File: config.mk
export PLATFORM = sky130hd
export DESIGN_NAME = instr_fetch_unit
export DESIGN_NICKNAME = d
export VERILOG_FILES = /design/src/rtl/cpu_pkg.sv /design/src/rtl/instr_fetch_unit.sv
export SDC_FILE = /design/constraint.sdc
export NUM_CORES = 1
export LEC_CHECK = 0
export BUFFER_PORTS_ARGS = -buffer_cell sky130_fd_sc_hd__buf_2
export CORE_ASPECT_RATIO = 0.6
export CORE_MARGIN = 2
export CORE_UTILIZATION = 47
export CTS_CLUSTER_DIAMETER = 80
export DETAILED_ROUTE_END_ITERATION = 16
export HOLD_SLACK_MARGIN = 0.03
export MAX_ROUTING_LAYER = met4
export PLACE_DENSITY = 0.76
export SLEW_MARGIN = 20
export SYNTH_ARGS = -nofsm -noshare
export SYNTH_HDL_FRONTEND = slang
export SYNTH_SLANG_ARGS = --single-unit
File: constraint.sdc
create_clock -name CLK -period 2 [get_ports CLK]
set_input_delay 0.1 -clock CLK [delete_from_list [all_inputs] [get_ports CLK]]
set_output_delay 0.1 -clock CLK [all_outputs]
set_load 0.03 [all_outputs]
File: src/rtl/cpu_pkg.sv
// Shared constants for the CPU front end: FSM state encoding,
// instruction width and the default reset program counter.
package cpu_pkg;

  localparam int unsigned STATE_W = 2;

  localparam logic [STATE_W-1:0] S_REQ   = 2'd0;
  localparam logic [STATE_W-1:0] S_HOLD  = 2'd1;
  localparam logic [STATE_W-1:0] S_DRAIN = 2'd2;

  localparam int unsigned INSTR_W = 16;

  localparam logic [15:0] DEFAULT_RESET_PC = 16'h0000;

endpackage

File: src/rtl/instr_fetch_unit.sv
// Instruction fetch unit: owns the PC, fetches over a req/ack memory port
// and offers the fetched word to the control unit through IR/IR_valid.
module instr_fetch_unit
  import cpu_pkg::*;
#(
  parameter int unsigned     PC_W     = 16,
  parameter logic [PC_W-1:0] RESET_PC = PC_W'(DEFAULT_RESET_PC)
) (
  input  logic               CLK,
  input  logic               RST,
  output logic               mem_req,
  output logic [PC_W-1:0]    mem_addr,
  input  logic [INSTR_W-1:0] mem_rdata,
  input  logic               mem_ack,
  output logic [INSTR_W-1:0] IR,
  output logic               IR_valid,
  input  logic               CU_ready,
  input  logic               stall,
  input  logic               redirect,
  input  logic [PC_W-1:0]    redirect_pc,
  output logic [PC_W-1:0]    PC
);

  logic [STATE_W-1:0] state_q, state_d;
  logic [PC_W-1:0]    pc_q, pc_d;
  logic [INSTR_W-1:0] ir_q, ir_d;
  logic               ir_valid_q, ir_valid_d;
  logic               mem_req_q, mem_req_d;
  logic [PC_W-1:0]    mem_addr_q, mem_addr_d;

  logic               ack_s;
  logic               consume_s;
  logic [PC_W-1:0]    pc_inc_s;
  logic [PC_W-1:0]    drain_pc_s;

  // An ack without an outstanding request is a protocol violation and is ignored.
  assign ack_s      = mem_ack & mem_req_q;
  assign consume_s  = CU_ready & ~stall;
  assign pc_inc_s   = pc_q + {{(PC_W-1){1'b0}}, 1'b1};
  assign drain_pc_s = redirect ? redirect_pc : pc_q;

  // Next-state logic; redirect outranks both ack data and consumption.
  always_comb begin
    state_d    = state_q;
    pc_d       = pc_q;
    ir_d       = ir_q;
    ir_valid_d = ir_valid_q;
    mem_req_d  = mem_req_q;
    mem_addr_d = mem_addr_q;
    case (state_q)
      S_REQ: begin
        if (!mem_req_q) begin
          // First cycle out of reset: nothing outstanding yet, issue now.
          mem_req_d = 1'b1;
          if (redirect) begin
            pc_d       = redirect_pc;
            mem_addr_d = redirect_pc;
          end else begin
            mem_addr_d = pc_q;
          end
        end else if (ack_s && redirect) begin
          pc_d       = redirect_pc;
          mem_addr_d = redirect_pc;
        end else if (ack_s) begin
          ir_d       = mem_rdata;
          ir_valid_d = 1'b1;
          pc_d       = pc_inc_s;
          mem_req_d  = 1'b0;
          state_d    = S_HOLD;
        end else if (redirect) begin
          // The in-flight request cannot be withdrawn; let it drain.
          pc_d    = redirect_pc;
          state_d = S_DRAIN;
        end else begin
          state_d = S_REQ;
        end
      end
      S_DRAIN: begin
        if (ack_s) begin
          pc_d       = drain_pc_s;
          mem_addr_d = drain_pc_s;
          state_d    = S_REQ;
        end else if (redirect) begin
          pc_d = redirect_pc;
        end else begin
          state_d = S_DRAIN;
        end
      end
      S_HOLD: begin
        if (redirect) begin
          ir_valid_d = 1'b0;
          pc_d       = redirect_pc;
          mem_req_d  = 1'b1;
          mem_addr_d = redirect_pc;
          state_d    = S_REQ;
        end else if (consume_s) begin
          ir_valid_d = 1'b0;
          mem_req_d  = 1'b1;
          mem_addr_d = pc_q;
          state_d    = S_REQ;
        end else begin
          state_d = S_HOLD;
        end
      end
      default: begin
        ir_valid_d = 1'b0;
        mem_req_d  = 1'b0;
        mem_addr_d = pc_q;
        state_d    = S_REQ;
      end
    endcase
  end

  // State and output registers with asynchronous reset.
  always_ff @(posedge CLK or posedge RST) begin
    if (RST) begin
      state_q    <= S_REQ;
      pc_q       <= RESET_PC;
      ir_q       <= {INSTR_W{1'b0}};
      ir_valid_q <= 1'b0;
      mem_req_q  <= 1'b0;
      mem_addr_q <= RESET_PC;
    end else begin
      state_q    <= state_d;
      pc_q       <= pc_d;
      ir_q       <= ir_d;
      ir_valid_q <= ir_valid_d;
      mem_req_q  <= mem_req_d;
      mem_addr_q <= mem_addr_d;
    end
  end

  assign mem_req  = mem_req_q;
  assign mem_addr = mem_addr_q;
  assign IR       = ir_q;
  assign IR_valid = ir_valid_q;
  assign PC       = pc_q;

endmodule

* After elaboration in Yosys (flattened, before gate mapping)
Cells that the tools add are included.
** Word-level totals
- Bits in registers :: 52
- Bits in latches :: 0
- Bits in writable memories :: 0
- Memory bits (read-only) :: 0
- Bits of input ports :: 38
- Output and inout port bits :: 50
- Logic and storage cells :: 62
- Memories kept :: 0
** Operators by class
- $add $sub $neg :: 1
- $mul :: 0
- Div/mod/pow operators :: 0
- Order comparisons :: 0
- Equality and inequality tests :: 9
- Shift operators :: 0
- Multiplexer cells :: 32
- Bitwise gates (word level) :: 5
- Reductions and logical operators :: 9
** Operators by type and width (number)
- two-way mux 16 bit :: 9
- case mux 16 bit (3 select lines) :: 1
- case mux 16 bit (2 select lines) :: 1
- adder 16 x 1 -> 16 bit (second input constant) :: 1
- two-way mux 1 bit :: 12
- two-way mux 2 bit :: 6
- != test 3 bit (second input constant) :: 3
- != test 2 bit (second input constant) :: 4
- case mux 1 bit (3 select lines) :: 2
- case mux 2 bit (3 select lines) :: 1
- AND reduction 3 bit :: 2
- AND reduction 5 bit :: 1
- AND reduction 4 bit :: 1
- NOT 1 bit :: 3
- AND 1 bit :: 2
- == test 2 x 1 -> 1 bit (second input constant) :: 1
- == test 2 bit (second input constant) :: 1
- logical NOT 2 bit :: 1
- AND reduction 2 bit :: 1
- nonzero test 2 bit :: 1
- OR reduction 2 bit :: 1
- logical AND 1 bit :: 1

* Logic depth before layout (Yosys ltp)
Gate-level depths: netlist of the first run.
- Depth after elaboration :: 5
- Depth in mapped cells :: 8
- Gate-level depth less buffers :: 6

* Worst setup path before layout of the first run
Ideal clock, no wire load.
- Path kind :: reg-to-reg
- Start point :: register state_q[0]
- End point :: register pc_q[11], in the netlist PC[11]
- Library setup time :: 0.131 ns
- Data arrival time :: 1.824 ns
- Required time :: 1.869 ns
- Path slack :: 0.045 ns
- Stages on the path, launching flop included :: 7
- Path buffers :: 0
- Period minus slack after synthesis :: 1.955 ns
- Cells stage by stage :: dfrtp_1 > inv_1 > ha_1 > nand3b_1 > nor3_2 > a21oi_1 > or3_1
** On the way
- Word-level cells in the longest chain between the ends :: 3
- Elaborated cells on any way between the ends :: 6
- Classes of those cells :: eq/ne (2); mux (1); reduce/logical (3)
** RTL lines
- from (decl) :: line instr_fetch_unit.sv:24 : logic [STATE_W-1:0] state_q, state_d;
- from (signal assigned) :: line instr_fetch_unit.sv:124 : state_q <= state_d;
- == test 2 x 1 -> 1 bit or == test 2 bit (tied branches) :: line instr_fetch_unit.sv:50 : case (state_q)
- OR reduction 2 bit (no line)
- case mux 16 bit (2 select lines) or nonzero test 2 bit (tied branches)
- to (signal assigned) :: line instr_fetch_unit.sv:125 : pc_q <= pc_d;
- to (decl) :: line instr_fetch_unit.sv:25 : logic [PC_W-1:0] pc_q, pc_d;
Several ways; a longest one is shown, not always the timed one.
A chain may end at the register's enable or synchronous reset.

* Worst setup path after layout of the first run
- Start point :: register state_q[1]
- End point :: register pc_q[11], in the netlist PC[11]
Same word-level chain as after synthesis.

==> results.py, run 1 <==
metrics = {
    "hold_path": {
        "hold_end": "PC[6]",
        "whs_path_depth": 3,
        "hp-class": "in -> reg",
        "min-delay-start": "redirect_pc[6]",
    },
    "clock_network": {
        "cts.clk_slew.worst_paths_ns": 0.10,
        "clockBufferDepth": 2,
        "cts_tree": "done",
        "clk-insertion-delay-late_ns": 0.31,
        "cts-buffers-inserted": 5,
        "htreeDepth": 2,
        "clock-sinks": 52,
        "clock-root-buffer": "clkbuf_8",
    },
    "detailed_routing": {
        "vias": 2907,
        "avgViaCountPerCell": 5.689,
        "drc_errors": 0,
        "drt_iter0_drc": 171,
        "wire_per_inst_um": 16.84,
        "wirelength_um": 8606,
        "ant_nets": 0,
        "firstDrtPassIters": 5,
    },
    "final_layout": {
        "drive_above_1_share_pct": 34.43,
        "diodes": 0,
        "areaGrowthSynthToFinish_pct": 31.56,
        "final_common_cell": "buf_2",
        "layout.nets": 470,
        "final_cell_mix": "87 x buf_2, 52 x dfrtp_1, 28 x buf_4",
    },
    "sta": {
        "min_period_ns": 1.911,
        "final_hold_viol_count": 0,
        "fin_skew_ns": 0.007362,
        "tns_ns": 0,
        "tightest_slew_ns": 0.5067,
        "whs_ns": 0.04387,
        "timing.fmax_mhz": 523.2,
        "setup_violations": 0,
        "maxSlewHeadroom_pct": 66.22,
        "post-route-period-util_pct": 95.56,
        "maxSlewViolCount": 0,
        "rsz0062_at_grt": "false",
    },
    "placed_design": {
        "hpwl_um": 6120,
        "place_congestion": 0.9225,
        "port-buffer-count": 87,
    },
    "floorplan": {
        "fp-row-count": 22,
        "ios": 88,
        "core_area_um2": 6193,
        "dieArea_um2": 7186,
        "start_util_pct": 49.35,
        "die_x_um": 108.1,
        "die_h_um": 66.47,
    },
    "yosys": {
        "syn_nets": 356,
        "synth-main-ff-cell": "dfrtp_1",
        "ys_ff_latch": 52,
        "syn_avg_cell_area_um2": 9.766,
        "synthCells": 313,
        "ys_seq_area_share_pct": 42.57,
        "synth-edff-count": 0,
        "synthArstFlopShare_pct": 100.0,
        "ys_warn_count": 0,
        "syn_area_um2": 3057,
        "ys_types": 56,
    },
    "global_routing": {
        "grt_pass1_vias": 2752,
        "grt_remaining_overflow": 0,
        "grt_pass1_wl_um": 13990,
        "grt_max_degree": 53,
        "grt_use_total_pct": 26.18,
        "antenna_found_initial": 0,
    },
    "setup_path": {
        "critPathCaptureType": "flip-flop",
        "start_kind": "flip-flop",
        "worstSetupPathType": "reg -> reg",
        "r2r_start": "state_q[1]",
        "reg2reg_depth": 6,
        "r2r_end": "PC[11]",
        "critPathRequiredTime_ns": 2.19,
        "path_max_fanout": 5,
        "ff2ff_setup_slack_ns": 0.09,
        "arrival_ns": 2.10,
    },
    "power_and_ir_drop": {
        "p_per_area_nw_per_um2": 1594,
        "power_frac_seq_pct": 29.4,
        "combPwrFrac_pct": 57.4,
        "p_sw_share_pct": 45.50,
        "peakVddDrop_uv": 824.8,
        "clockPowerShare_pct": 13.2,
        "p_sw_w": 0.002916,
        "leakagePower_nw": 1.876,
        "intPower_w": 0.003493,
    },
    "flow_run": {
        "cap_violations": 0,
    },
    "outcome": {
        "status": "finished, final reports clean",
    },
}
[power by group through the flow]
stage | Combinational [W] | Clock [W] | Sequential (W)
detailed placement | 0.00356 | 0 | 0.00189
finish | 0.00368 | 0.000847 | 0.00188
floorplan | 0.00168 | 0 | 0.00262
CTS | 0.00361 | 0.000862 | 0.00187
global route | 0.00397 | 0.000910 | 0.00195
global placement | 0.00349 | 0 | 0.00186
[timing repair]
| action | in CTS | in global routing |
|---|---|---|
| endpoints found under the setup margin | 1 | 24 |
| hold buffers | 17 | 0 |
| gates resized for setup | 0 | 5 |
| hold endpoints to repair | 68 | 0 |
| gates cloned | 0 | 0 |
| buffers inserted | 1 | 0 |
[layer usage]
layer	up-vias	part of all wire (%)	global-route usage, %	wire [µm]
li1	1391	-	-	-
met1	1393	45	37.66	3868
met2	116	46	37.74	3934
met3	7	8.6	5.969	736
met4	0	0.76	6.250	65
met5	-	0	-	0
[Yosys cell counts (all sizes together), types with 4 or more instances]
master  instances  area share, %
inv            10            1.2
ha              5            2.0
nand4           6            1.2
dfrtp          52             43
a22o            7            2.0
nor3            7            1.3
o31ai          21            5.2
nand2          24            2.9
a21oi          23            3.8
nor2           21            2.6
o21ai           9            1.6
clkbuf          9            1.1
nand2b          5            1.0
mux2           33             12
buf            17            3.1
nand3          11            2.2
nor4            4           0.82
[worst max-delay path: stages (launching register included)]
cell and delay (ns):
dfrtp_1 0.42, inv_2 0.10, ha_4 0.22, nand3b_1 0.29, nor3_2 0.29, a21oi_1 0.09, or3_1 0.38
[logic make-up after synthesis]
logic type | Yosys count | share of synthesized area (%)
simple gates | 99 | 17.40
compound gates | 85 | 19.44
flops | 52 | 42.57
fa+ha+maj | 5 | 2.047
buf+inv | 36 | 5.403
mux | 36 | 13.14
[state kept, by name, summed over array words and instances, names as in the netlist]
signal and count:
IR 16, IR_valid 1, PC 16, mem_addr 16, mem_req 1, state_q 2
[per-stage QoR]
step	utilization, %	setup WS (ns)	area [µm²]	cells	power [W]
CTS	64.57	0.008839	3999	511	0.006338
global route	64.93	0.01787	4021	511	0.006828
finish	64.93	0.08880	4021	511	0.006409
detailed placement	59.62	0.02351	3692	486	0.005452
floorplan	-	0.04512	3057	313	0.004303
global placement	59.62	0.09709	3692	486	0.005351
[worst max path at each step]
stage               startpoint            to  slack [ns]  cells after the start
finish              state_q[1]        PC[11]        0.09                      6
detailed placement  state_q[1]        PC[14]        0.02                      6
global route        state_q[0]  mem_addr[10]        0.02                      7
CTS                 state_q[1]        PC[14]       0.009                      6
global placement    state_q[1]        PC[11]         0.1                      6
floorplan           state_q[0]        PC[11]        0.05                      6
[cell type report]
| cell class | instances | area (µm²) |
|---|---|---|
| multi-input combinational | 225 | 1613 |
| tap | 84 | 105.1 |
| timing repair buffer | 133 | 835.8 |
| fill | 529 | 2172 |
| sequential | 52 | 1301 |
| clock buffer | 5 | 68.82 |
| inverter | 10 | 37.54 |
| clock inverter | 2 | 60.06 |
No activity file was read; power rests on OpenSTA's default activity.
==> inputs of run 2 (changes only) <==
--- a/config.mk
+++ b/config.mk
@@ -8,12 +8,13 @@
 export BUFFER_PORTS_ARGS = -buffer_cell sky130_fd_sc_hd__buf_2
 export CORE_ASPECT_RATIO = 0.6
 export CORE_MARGIN = 2
-export CORE_UTILIZATION = 47
+export CORE_UTILIZATION = 52
 export CTS_CLUSTER_DIAMETER = 80
 export DETAILED_ROUTE_END_ITERATION = 16
 export HOLD_SLACK_MARGIN = 0.03
 export MAX_ROUTING_LAYER = met4
-export PLACE_DENSITY = 0.76
+export PLACE_DENSITY = 0.8
+export REMOVE_ABC_BUFFERS = 1
 export SLEW_MARGIN = 20
 export SYNTH_ARGS = -nofsm -noshare
 export SYNTH_HDL_FRONTEND = slang
==> constraint.sdc (replaced) <==
create_clock -name CLK -period 2.16 [get_ports CLK]
set_input_delay 0.108 -clock CLK [delete_from_list [all_inputs] [get_ports CLK]]
set_output_delay 0.108 -clock CLK [all_outputs]
set_load 0.03 [all_outputs]
==> results.py, run 2 (synthesis gave the netlist of run 1 again) <==
metrics = {
    "detailed_routing": {
        "vias": 2905,
        "firstDrtPassIters": 5,
        "ant_nets": 0,
        "drc_errors": 0,
        "drt_iter0_drc": 254,
        "avgViaCountPerCell": 5.869,
        "wire_per_inst_um": 17.87,
        "wirelength_um": 8845,
    },
    "floorplan": {
        "die_x_um": 103.0,
        "dieArea_um2": 6528,
        "start_util_pct": 54.36,
        "ios": 88,
        "die_h_um": 63.39,
        "core_area_um2": 5623,
        "fp-row-count": 21,
    },
    "global_routing": {
        "grt_max_degree": 29,
        "grt_pass1_wl_um": 14190,
        "grt_remaining_overflow": 0,
        "grt_use_total_pct": 28.75,
        "antenna_found_initial": 0,
        "grt_pass1_vias": 2770,
    },
    "placed_design": {
        "place_ws_ns": 0.02145,
        "place_congestion": 0.8799,
        "port-buffer-count": 87,
        "place_inst": 469,
        "hpwl_um": 6069,
    },
    "power_and_ir_drop": {
        "p_sw_share_pct": 47.41,
        "intPower_w": 0.003040,
        "leakagePower_nw": 1.813,
        "p_per_area_nw_per_um2": 1483,
        "peakVddDrop_uv": 779.6,
        "p_sw_w": 0.002741,
        "power_frac_seq_pct": 30.9,
        "clockPowerShare_pct": 12.5,
        "combPwrFrac_pct": 56.6,
    },
    "final_layout": {
        "final_common_cell": "buf_2",
        "areaGrowthSynthToFinish_pct": 27.51,
        "fillers": 449,
        "layout.nets": 457,
        "final_cell_mix": "87 x buf_2, 52 x dfrtp_1, 24 x nand2_1",
        "drive_above_1_share_pct": 33.49,
        "stdcell_count": 495,
        "diodes": 0,
        "final_core_util_pct": 69.31,
    },
    "outcome": {
        "status": "finished, violations left",
        "violations": "setup timing",
    },
    "sta": {
        "tightest_slew_ns": 0.6306,
        "setup_violations": 1,
        "final_hold_viol_count": 0,
        "maxSlewHeadroom_pct": 57.96,
        "fin_skew_ns": 0.005969,
        "tns_ns": -0.01506,
        "min_period_ns": 2.175,
        "timing.fmax_mhz": 459.8,
        "timing.final.ws_setup_ns": -0.01506,
        "post-route-period-util_pct": 100.7,
        "maxSlewViolCount": 0,
    },
    "clock_network": {
        "clockBufferDepth": 2,
        "clock-sinks": 52,
        "clock-root-buffer": "clkbuf_8",
        "cts.clk_slew.worst_paths_ns": 0.10,
        "cts-buffers-inserted": 5,
        "cts_tree": "done",
        "clk-insertion-delay-late_ns": 0.31,
        "htreeDepth": 2,
    },
    "hold_path": {
        "whs_path_depth": 2,
        "hp-class": "in -> reg",
    },
    "setup_path": {
        "start_kind": "flip-flop",
        "critPathRequiredTime_ns": 2.40,
        "arrival_ns": 2.42,
        "critPathCaptureType": "flip-flop",
        "path_max_fanout": 8,
        "worstSetupPathType": "reg -> reg",
        "reg2reg_depth": 6,
    },
    "flow_run": {
        "cap_violations": 0,
    },
}
==> run 2: cell count changes in the layout (fill, tap and decap cells not counted), sizes merged <==
| cell | delta |
|---|---|
| bufinv | -1 |
| dlygate4sd3 | -3 |
| buf | -10 |
| clkinv | +1 |
| clkbuf | +1 |
==> run 2: through the flow <==
stage	hold WS [ns]	power, W	area, µm²
after floorplan	0.2368	0.003866	2929
after global placement	0.01194	0.004813	3590
after global routing	0.03503	0.006140	3897
after detailed placement	0.01544	0.004923	3590
after CTS	0.03448	0.005678	3852
final	0.04083	0.005781	3897
==> run 2: timing repair <==
| item | 4_1_cts | 5_1_grt |
|---|---|---|
| pin swaps | 0 | 0 |
| cloned | 0 | 0 |
| hold buffers | 14 | 0 |
| endpoints found under the setup margin | 1 | 9 |
| gates resized for setup | 1 | 5 |
| setup buffers | 0 | 4 |
| endpoints found under the hold margin | 65 | 0 |
==> run 2: critical path: stages (launching register included) <==
cell	delay, ns
dfrtp_1	0.45
inv_1	0.15
ha_2	0.33
and4b_4	0.38
nand3_4	0.12
or4_4	0.54
a21oi_1	0.14
==> run 2: path summary, 6_finish.rpt <==
path | to | start | slack (ns)
worst max-delay path | PC[14] | state_q[0] | -0.02
worst min-delay path | IR[12] | mem_rdata[12] | 0.04
worst max register to register | PC[14] | state_q[0] | -0.02
worst min register to register | IR[3] | IR[3] | 0.49
max in group asynchronous | IR[0] | RST | 1.35
min in group asynchronous | IR[12] | RST | 0.23
==> run 2: power groups by stage <==
stage | Sequential [W] | Clock [W] | Combinational, W
after detailed placement | 0.00178 | 0 | 0.00314
final | 0.00178 | 0.000723 | 0.00327
after CTS | 0.00176 | 0.000732 | 0.00318
after global routing | 0.00184 | 0.000773 | 0.00352
after floorplan | 0.00249 | 0 | 0.00138
after global placement | 0.00174 | 0 | 0.00307
==> run 2: routing by layer <==
| metal | part of all wire (%) | global-route usage [%] | vias up |
|---|---|---|---|
| met5 | 0 | - | - |
| met4 | 2.4 | 8.553 | 0 |
| met3 | 8.0 | 4.329 | 20 |
| met2 | 45 | 41.64 | 134 |
| met1 | 45 | 41.90 | 1383 |
| li1 | - | - | 1368 |
==> run 2: area by class of cell <==
| type | count | area, µm² | share of cell area (%) |
|---|---|---|---|
| multi-input combinational | 225 | 1607 | 41.22 |
| sequential | 52 | 1301 | 33.39 |
| tap | 80 | 100.1 | 2.568 |
| timing repair buffer | 120 | 730.7 | 18.75 |
| clock buffer | 6 | 82.58 | 2.119 |
| clock inverter | 2 | 38.79 | 0.9952 |
| inverter | 10 | 37.54 | 0.9631 |
==> inputs of run 3 (changes only) <==
--- a/config.mk
+++ b/config.mk
@@ -14,7 +14,9 @@
 export HOLD_SLACK_MARGIN = 0.03
 export MAX_ROUTING_LAYER = met4
 export PLACE_DENSITY = 0.8
+export RECOVER_POWER = 100
 export REMOVE_ABC_BUFFERS = 1
+export SKIP_LAST_GASP = 1
 export SLEW_MARGIN = 20
 export SYNTH_ARGS = -nofsm -noshare
 export SYNTH_HDL_FRONTEND = slang
==> results.py, run 3 (synthesis gave the netlist of run 1 again) <==
metrics = {
    "sta": {
        "tightest_slew_ns": 1.019,
        "timing.fmax_mhz": 463.0,
        "min_period_ns": 2.160,
        "fin_skew_ns": 0.007384,
        "maxSlewViolCount": 0,
        "rsz0062_at_grt": "true",
        "maxSlewHeadroom_pct": 32.03,
        "final_hold_viol_count": 0,
        "tns_ns": 0,
        "post-route-period-util_pct": 99.99,
        "setup_violations": 0,
    },
    "global_routing": {
        "grt_pass1_vias": 2770,
        "grt_pass1_wl_um": 14190,
        "grt_use_total_pct": 28.75,
        "grt.busiest_layer": "met1",
        "grt_use_met2_pct": 41.64,
        "grt_use_met3_pct": 4.329,
        "use_met1_pct": 41.90,
        "grt_max_degree": 29,
        "antenna_found_initial": 0,
        "grt_remaining_overflow": 0,
    },
    "clock_network": {
        "clock-sinks": 52,
        "clock-root-buffer": "clkbuf_8",
        "htreeDepth": 2,
        "cts_tree": "done",
        "clockBufferDepth": 2,
        "cts.clk_slew.worst_paths_ns": 0.10,
        "cts-buffers-inserted": 5,
        "clk-insertion-delay-late_ns": 0.31,
    },
    "detailed_routing": {
        "drc_errors": 0,
        "wire_per_inst_um": 17.91,
        "avgViaCountPerCell": 5.956,
        "vias": 2948,
        "firstDrtPassIters": 4,
        "wirelength_um": 8867,
        "ant_nets": 0,
        "drt_iter0_drc": 288,
    },
    "final_layout": {
        "final_common_cell": "dfrtp_1",
        "drive_above_1_share_pct": 20.96,
        "final_core_util_pct": 68.07,
        "final_cell_mix": "52 x dfrtp_1, 49 x clkbuf_1, 39 x buf_2",
        "regArea_um2": 1301,
        "areaGrowthSynthToFinish_pct": 25.21,
        "fillers": 482,
        "layout.nets": 457,
        "multi_input_area_um2": 1603,
        "diodes": 0,
    },
    "setup_path": {
        "critPathRequiredTime_ns": 2.41,
        "arrival_ns": 2.41,
        "start_kind": "flip-flop",
        "critPathCaptureType": "flip-flop",
        "path_max_fanout": 8,
        "worstSetupPathType": "reg -> reg",
    },
    "floorplan": {
        "dieArea_um2": 6528,
        "die_x_um": 103.0,
        "ios": 88,
        "start_util_pct": 54.36,
        "die_h_um": 63.39,
        "core_area_um2": 5623,
        "fp-row-count": 21,
    },
    "power_and_ir_drop": {
        "peakVddDrop_uv": 764.7,
        "leakagePower_nw": 1.662,
        "p_per_area_nw_per_um2": 1485,
    },
    "outcome": {
        "status": "finished, final reports clean",
    },
    "placed_design": {
        "place_congestion": 0.8799,
        "port-buffer-count": 87,
        "hpwl_um": 6069,
    },
    "hold_path": {
        "hp-class": "in -> reg",
    },
    "flow_run": {
        "cap_violations": 0,
    },
}
[run 3: cell count changes in the layout (fill, tap and decap cells not counted)]
cell	change
buf_4	-2
inv_2	-2
clkbuf_1	+49
clkbuf_2	+1
inv_1	+2
buf_2	-48
or4_1	+1
or4_4	-1
[run 3: worst paths after layout]
check / from / endpoint / slack, ns / depth (start not counted)
min reg2reg: mem_addr[7] / mem_addr[7] / 0.49 / 1
min in group asynchronous: RST / IR[11] / 0.28 / 3
max reg2reg: state_q[0] / PC[14] / 0.0002 / 6
max in group asynchronous: RST / PC[15] / 0.66 / 4
max: state_q[0] / PC[14] / 0.0002 / 6
min: redirect_pc[7] / PC[7] / 0.04 / 3
[run 3: where the power goes]
part           total (W)  switching, W  internal, W  leakage (nW)
sequential       0.00180      0.000412      0.00138         0.630
combinational    0.00317       0.00200      0.00117         0.970
clock           0.000720      0.000340     0.000379        0.0614
[run 3: metal layers]
| metal | up-vias | part of all wire (%) |
|---|---|---|
| met3 | 19 | 7.7 |
| met5 | - | 0 |
| met2 | 146 | 45 |
| met1 | 1417 | 45 |
| li1 | 1366 | - |
| met4 | 0 | 2.3 |
[run 3: final cells by class]
type	instances	area share, %
clock buffers	6	2.158
well taps	80	2.615
clock inverters	2	1.013
repair buffers	120	17.36
multi-input cells	225	41.88
flip-flops and latches	52	34.00
inverters	10	0.9807
[run 3: worst max-delay path: stages (launching register included)]
cell     delay [ns]
dfrtp_1        0.44
inv_1          0.14
ha_2           0.34
and4b_4        0.38
nand3_4        0.12
or4_1          0.54
a21oi_1        0.14
[run 3: what timing repair did]
item                                   in CTS  in global routing
endpoints found under the hold margin      65                  0
hold buffers                               14                  0
gates resized for setup                     1                  3
setup endpoints to repair                   1                  9
buffers inserted                            0                  4
[run 3: per-stage QoR]
stage	power (W)	setup slack, ns	std cells	hold WS, ns	cell area [µm²]
3_3_place_gp	0.004813	0.1355	469	0.01194	3590
6_report	0.005683	0.0002205	495	0.03562	3827
2_1_floorplan	0.003866	0.1502	287	0.2368	2929
4_1_cts	0.005678	0.004641	491	0.03448	3852
3_5_place_dp	0.004923	0.02145	469	0.01544	3590
5_1_grt	0.006038	-0.08790	495	0.03503	3827
